$ cat src/rtl/fft_pkg.sv
// Shared constants, state type and index helper for the FFT output
// reorder buffer.
package fft_pkg;

  localparam int FFT_DW    = 16;
  localparam int FFT_N     = 32;
  localparam int FFT_LOG2N = 5;

  typedef enum logic {
    IDLE,
    READ
  } rd_state_t;

  // Reverse the low w bits of a; bits above w are zero.
  function automatic logic [31:0] bitrev(
    input logic [31:0] a,
    input int          w
  );
    logic [31:0] r;
    r = '0;
    for (int b = 0; b < 32; b++) begin
      if (b < w) r[b] = a[w-1-b];
    end
    return r;
  endfunction

endpackage

$ cat src/rtl/fft_rb_bank.sv
// One reorder bank: N x W register file, synchronous write port and a
// registered read port that returns zero when not enabled.
module fft_rb_bank #(
  parameter int W  = 32,
  parameter int N  = 32,
  parameter int AW = 5
) (
  input  logic          clk,
  input  logic          rst_n,
  input  logic          we,
  input  logic [AW-1:0] waddr,
  input  logic [W-1:0]  wdata,
  input  logic          re,
  input  logic [AW-1:0] raddr,
  output logic [W-1:0]  rdata
);

  logic [W-1:0] mem_q [N];
  logic [W-1:0] rdata_q;
  logic [W-1:0] rdata_d;

  always_ff @(posedge clk) begin
    if (we) mem_q[waddr] <= wdata;
  end

  always_comb begin
    rdata_d = '0;
    if (re) rdata_d = mem_q[raddr];
  end

  always_ff @(posedge clk or negedge rst_n) begin
    if (!rst_n) rdata_q <= '0;
    else        rdata_q <= rdata_d;
  end

  assign rdata = rdata_q;

endmodule

$ cat src/rtl/fft_out_reorder.sv
// Ping-pong reorder buffer: bit-reversed FFT bins in, natural order out,
// frame n read while frame n+1 is written.
module fft_out_reorder
  import fft_pkg::*;
#(
  parameter int DW    = FFT_DW,
  parameter int N     = FFT_N,
  parameter int LOG2N = FFT_LOG2N
) (
  input  logic             clk,
  input  logic             rst_n,
  input  logic             in_valid,
  input  logic             in_sof,
  input  logic [DW-1:0]    in_r,
  input  logic [DW-1:0]    in_i,
  output logic             out_valid,
  output logic             out_sof,
  output logic [LOG2N-1:0] out_idx,
  output logic [DW-1:0]    out_r,
  output logic [DW-1:0]    out_i,
  output logic             sync_err
);

  localparam logic [LOG2N-1:0] LAST = LOG2N'(N - 1);

  logic [LOG2N-1:0] wr_cnt_q, wr_cnt_d;
  logic             wr_bank_q, wr_bank_d;
  rd_state_t        state_q, state_d;
  logic             rd_bank_q, rd_bank_d;
  logic [LOG2N-1:0] rd_cnt_q, rd_cnt_d;
  logic             out_valid_q, out_valid_d;
  logic             out_sof_q, out_sof_d;
  logic [LOG2N-1:0] out_idx_q, out_idx_d;
  logic             sync_err_q, sync_err_d;

  logic             resync;
  logic [LOG2N-1:0] w_eff;
  logic [LOG2N-1:0] waddr;
  logic             rd_start;
  logic             we0, we1, re0, re1;
  logic [2*DW-1:0]  rdata0, rdata1, rdata;

  // A mid-frame sof restarts the frame in the same bank at w=0.
  always_comb begin
    resync     = in_valid && in_sof && (wr_cnt_q != '0);
    w_eff      = resync ? '0 : wr_cnt_q;
    waddr      = LOG2N'(bitrev(32'(w_eff), LOG2N));
    rd_start   = in_valid && (w_eff == LAST);
    wr_cnt_d   = wr_cnt_q;
    wr_bank_d  = wr_bank_q;
    sync_err_d = resync;
    if (in_valid) begin
      wr_cnt_d = rd_start ? '0 : w_eff + 1'b1;
    end
    if (rd_start) wr_bank_d = ~wr_bank_q;
    we0 = in_valid && !wr_bank_q;
    we1 = in_valid && wr_bank_q;
  end

  always_comb begin
    state_d   = state_q;
    rd_cnt_d  = rd_cnt_q;
    rd_bank_d = rd_bank_q;
    unique case (state_q)
      IDLE: begin
        if (rd_start) begin
          state_d   = READ;
          rd_cnt_d  = '0;
          rd_bank_d = wr_bank_q;
        end
      end
      READ: begin
        rd_cnt_d = rd_cnt_q + 1'b1;
        if (rd_start) begin
          rd_cnt_d  = '0;
          rd_bank_d = wr_bank_q;
        end else if (rd_cnt_q == LAST) begin
          state_d = IDLE;
        end
      end
      default: state_d = IDLE;
    endcase
  end

  always_comb begin
    re0         = (state_q == READ) && !rd_bank_q;
    re1         = (state_q == READ) && rd_bank_q;
    out_valid_d = (state_q == READ);
    out_sof_d   = (state_q == READ) && (rd_cnt_q == '0);
    out_idx_d   = (state_q == READ) ? rd_cnt_q : '0;
  end

  always_ff @(posedge clk or negedge rst_n) begin
    if (!rst_n) begin
      wr_cnt_q    <= '0;
      wr_bank_q   <= 1'b0;
      state_q     <= IDLE;
      rd_bank_q   <= 1'b0;
      rd_cnt_q    <= '0;
      out_valid_q <= 1'b0;
      out_sof_q   <= 1'b0;
      out_idx_q   <= '0;
      sync_err_q  <= 1'b0;
    end else begin
      wr_cnt_q    <= wr_cnt_d;
      wr_bank_q   <= wr_bank_d;
      state_q     <= state_d;
      rd_bank_q   <= rd_bank_d;
      rd_cnt_q    <= rd_cnt_d;
      out_valid_q <= out_valid_d;
      out_sof_q   <= out_sof_d;
      out_idx_q   <= out_idx_d;
      sync_err_q  <= sync_err_d;
    end
  end

  fft_rb_bank #(
    .W  (2*DW),
    .N  (N),
    .AW (LOG2N)
  ) u_bank0 (
    .clk   (clk),
    .rst_n (rst_n),
    .we    (we0),
    .waddr (waddr),
    .wdata ({in_r, in_i}),
    .re    (re0),
    .raddr (rd_cnt_q),
    .rdata (rdata0)
  );

  fft_rb_bank #(
    .W  (2*DW),
    .N  (N),
    .AW (LOG2N)
  ) u_bank1 (
    .clk   (clk),
    .rst_n (rst_n),
    .we    (we1),
    .waddr (waddr),
    .wdata ({in_r, in_i}),
    .re    (re1),
    .raddr (rd_cnt_q),
    .rdata (rdata1)
  );

  // Idle bank read registers return zero, so OR acts as the output mux.
  assign rdata     = rdata0 | rdata1;
  assign out_r     = rdata[2*DW-1:DW];
  assign out_i     = rdata[DW-1:0];
  assign out_valid = out_valid_q;
  assign out_sof   = out_sof_q;
  assign out_idx   = out_idx_q;
  assign sync_err  = sync_err_q;

endmodule

$ cat config.mk
export PLATFORM = sky130hd
export DESIGN_NAME = fft_out_reorder
export DESIGN_NICKNAME = d
export VERILOG_FILES = /design/src/rtl/fft_pkg.sv /design/src/rtl/fft_rb_bank.sv /design/src/rtl/fft_out_reorder.sv
export SDC_FILE = /design/constraint.sdc
export NUM_CORES = 2
export LEC_CHECK = 0
export ABC_CLOCK_PERIOD_IN_PS = 8200
export CORE_MARGIN = 5
export CORE_UTILIZATION = 55
export DETAILED_ROUTE_END_ITERATION = 7
export PLACE_DENSITY = 0.75
export SETUP_SLACK_MARGIN = 0.2
export SYNTH_ARGS = -nofsm -noshare
export SYNTH_HDL_FRONTEND = slang
export SYNTH_HIERARCHICAL = 1
export SYNTH_SLANG_ARGS = --single-unit
$ cat constraint.sdc
create_clock -name clk -period 8.2 [get_ports clk]
set_clock_uncertainty 0.2 [all_clocks]
set_input_delay 2.05 -clock clk [delete_from_list [all_inputs] [get_ports clk]]
set_output_delay 2.05 -clock clk [all_outputs]
set_load 0.05 [all_outputs]
==> flow_metrics.tcl <==
set metrics [dict create \
    finalSetupViolCount 0 \
    p_sw_mw 7.51 \
    cts_sinks 2133 \
    vias_per_cell 6.78 \
    drc_errors 0 \
    hold_viol_final 0 \
    crit_path_end_kind "flip-flop" \
    p_sw_share_pct 27.3 \
    syn_area_per_cell_um2 22.6 \
    dp.cells 5435 \
    cpPeakStageDelay_ns 1.23 \
    cts_made_buffers 195 \
    p_int_mw 20.0 \
    slew_violations 0 \
    yosys_most_used_dff "edfxtp_1" \
    fp.dieArea_um2 155000 \
    ys_top_cells_by_area "edfxtp_1 (76%), mux4_2 (12%), dfrtp_1 (2.6%)" \
    wl_per_cell_um 34.3 \
    first_global_vias 38078 \
    ant_nets 0 \
    start_kind "input pin" \
    clkTransAtPathRegs_ns 0.06 \
    place_hpwl_um 108000 \
    max-clock-path-buffers 3 \
    total_power_mw 27.5 \
    rows 141 \
    r2r_setup_slack_ns 4.06 \
    ys_seq_area_share_pct 78.4 \
    synth.most_common_cell "edfxtp_1" \
    grt_max_degree 119 \
    rsz0062_at_grt "false" \
    path_buf_inv 1 \
    period_minus_slack_ns 5.88 \
    ctsHoldBuffers 0 \
    track_usage_pct 25.5 \
    crit_chain "clkdlybuf4s50_1, a21oi_1, nand3_1, nor2_4" \
    area_growth_pct 11.5 \
    io_pins 76 \
    post_dp_cell_area_um2 84000 \
    drt-total-wl_um 199000 \
    n_fill_cell 9674 \
    post_cts_resized 0 \
    setup_tns_ns 0 \
    cpMaxStageDelayCell "nor2_4" \
    htree_levels 4 \
    dr.first_iter.drc_count 5593 \
    max-slew-margin-rel_pct 15.2 \
    clock_latency_ns 0.82 \
    grt_antenna_before_repair 12 \
    grt_overflow_total 0 \
    initial_core_util_pct 55.1 \
    cp_data_arrival_time_ns 6.09 \
    final_nets 3743 \
    critPathRequiredTime_ns 8.41 \
    drt-pass1-iter-count 8 \
    grt_pass1_wl_um 282000 \
    ys_ff_latch 2133 \
    cts_tree "done" \
    worstSetupPathType "in -> reg" \
    fin_cells 5805 \
    syn-cell-area_um2 81100 \
    synth_top_area_share_pct 75.8 \
    vias 39343 \
    globalplace.congestion 0.900 \
    cts_setup_buffers 0 \
    irDropWorstVdd_uv 347 \
    core_area_um2 147000 \
    synth_edf_count 2048 \
    critPathMaxFanout 32 \
    place.port_buffers 75 \
    maxCapViolations 0 \
    max_slew.worst_pin.slew_ns 1.27 \
    power.density_nw_per_um2 304 \
    p_leak_nw 27.5 \
    timing.final.crit_share_pct 71.7 \
    p_comb_share_pct 22.0 \
    dp_worst_setup_slack_ns 1.77 \
    synth-warning-count 6 \
    fp.dieW_um 394 \
    p_clk_share_pct 33.2 \
    layout-drive-gt1-share_pct 27.9 \
    seqCellArea_um2 63600 \
    finish.instance_area_um2 90500 \
    seqPwrFrac_pct 44.8 \
    hp-class "reg -> reg" \
    syn-num-nets 3627 \
    crit_family "simple AND/OR/NAND/NOR gates" \
    synth_cell_types 44 \
    async_flop_share_pct 3.98 \
    status "finished clean" \
    root_buffer "clkbuf_16" \
    fin_ws_ns 2.32 \
    synth_top_cell_by_area "edfxtp_1" \
    dieHeight_um 394 \
    synthCells 3586 \
    timing.fmax_ghz 0.170 \
    multiInputGateArea_um2 16800 \
    ys_top_cells_by_count "edfxtp_1 (2048), mux4_2 (448), mux2i_1 (130), mux2_2 (129), dfrtp_1 (85)" \
]
==> placed cells by master (no fill, tap or decap), types with 7 or more instances in the layout <==
master              n
edfxtp_1         2048
mux4_2            448
clkbuf_16         201
mux2i_1           130
mux2_2            129
dfrtp_1            80
nor2_4             65
a22oi_1            64
o221ai_1           64
a31oi_1            64
buf_4              55
a221oi_1           46
clkinv_2           45
nand2_1            43
clkdlybuf4s50_1    42
clkbuf_1           40
or2_2              34
clkinv_1           29
o21ai_1            27
bufinv_16          24
o21ai_0            22
o2111ai_1          18
buf_2              15
nand3b_1           12
diode_2            10
clkinvlp_4         10
buf_12             10
nor2_1              9
and2_1              8
inv_1               7
nor2_2              7
nand3_1             7
clkbuf_8            7
==> kinds of logic after synthesis <==
| group | count (synthesis) | share of synthesized area (%) |
|---|---|---|
| xor+xnor | 5 | 0.0540 |
| flops | 2133 | 78.4 |
| compound gates | 314 | 2.84 |
| mux | 707 | 15.8 |
| fa+ha+maj | 5 | 0.0771 |
| simple gates | 209 | 1.28 |
| buf+inv | 213 | 1.51 |
==> worst register-to-register path, cell delays in order (launching register included) <==
cell and delay, ns:
dfrtp_4 0.69, buf_12 0.31, inv_2 0.68, buf_4 0.69, mux2_2 0.48, o221ai_1 0.65, a31oi_1 0.24
==> area by class of cell <==
type | count | share of cell area, %
Multi-Input combinational cell | 1240 | 18.6
Clock buffer | 248 | 5.83
Sequential cell | 2133 | 70.3
Timing Repair Buffer | 122 | 1.23
Clock inverter | 112 | 1.30
Inverter | 10 | 0.0415
Tap cell | 1930 | 2.67
Antenna cell | 10 | 0.0277
==> power by group through the flow <==
stage	logic, mW	registers [mW]	clock network, mW
finish	6.04	12.3	9.14
global placement	5.88	12.5	0
CTS	5.99	12.3	9.26
floorplan	4.19	12.4	0
detailed placement	5.94	12.6	0
global route	6.27	12.3	9.74
==> state kept, by name, indices dropped and copies added, names as in the netlist <==
signal         flops
out_idx            5
out_sof            1
out_valid          1
out_valid_d        1
rd_bank_q          1
rd_cnt_q           5
sync_err           1
u_bank0/mem_q   1024
u_bank0/rdata     32
u_bank1/mem_q   1024
u_bank1/rdata     32
wr_bank_q          1
wr_cnt_q           5
==> layer usage <==
metal | routed length, um | track usage (%) | up-vias
met5 | 13 | 0 | -
met4 | 8420 | 9.37 | 2
met3 | 24700 | 5.97 | 337
met2 | 89800 | 37.3 | 2679
met1 | 75900 | 38.4 | 20851
li1 | - | - | 15474
==> worst paths after layout <==
check,endpoint,cells after the start,from
max,u_bank0/mem_q[7][16],4,in_valid
min,wr_cnt_q[4],2,wr_cnt_q[4]
max reg2reg,u_bank0/rdata[0],6,rd_cnt_q[0]
min reg2reg,wr_cnt_q[4],2,wr_cnt_q[4]
max in group asynchronous,rd_cnt_q[0],2,rst_n
min in group asynchronous,u_bank1/rdata[1],1,rst_n
==> stage by stage <==
step,hold WS (ns),util (%)
floorplan,0.175,-
global placement,0.335,57.1
detailed placement,0.347,57.1
CTS,0.363,61.5
global route,0.366,61.5
finish,0.365,61.5
Power figures use the tool's default switching activity.
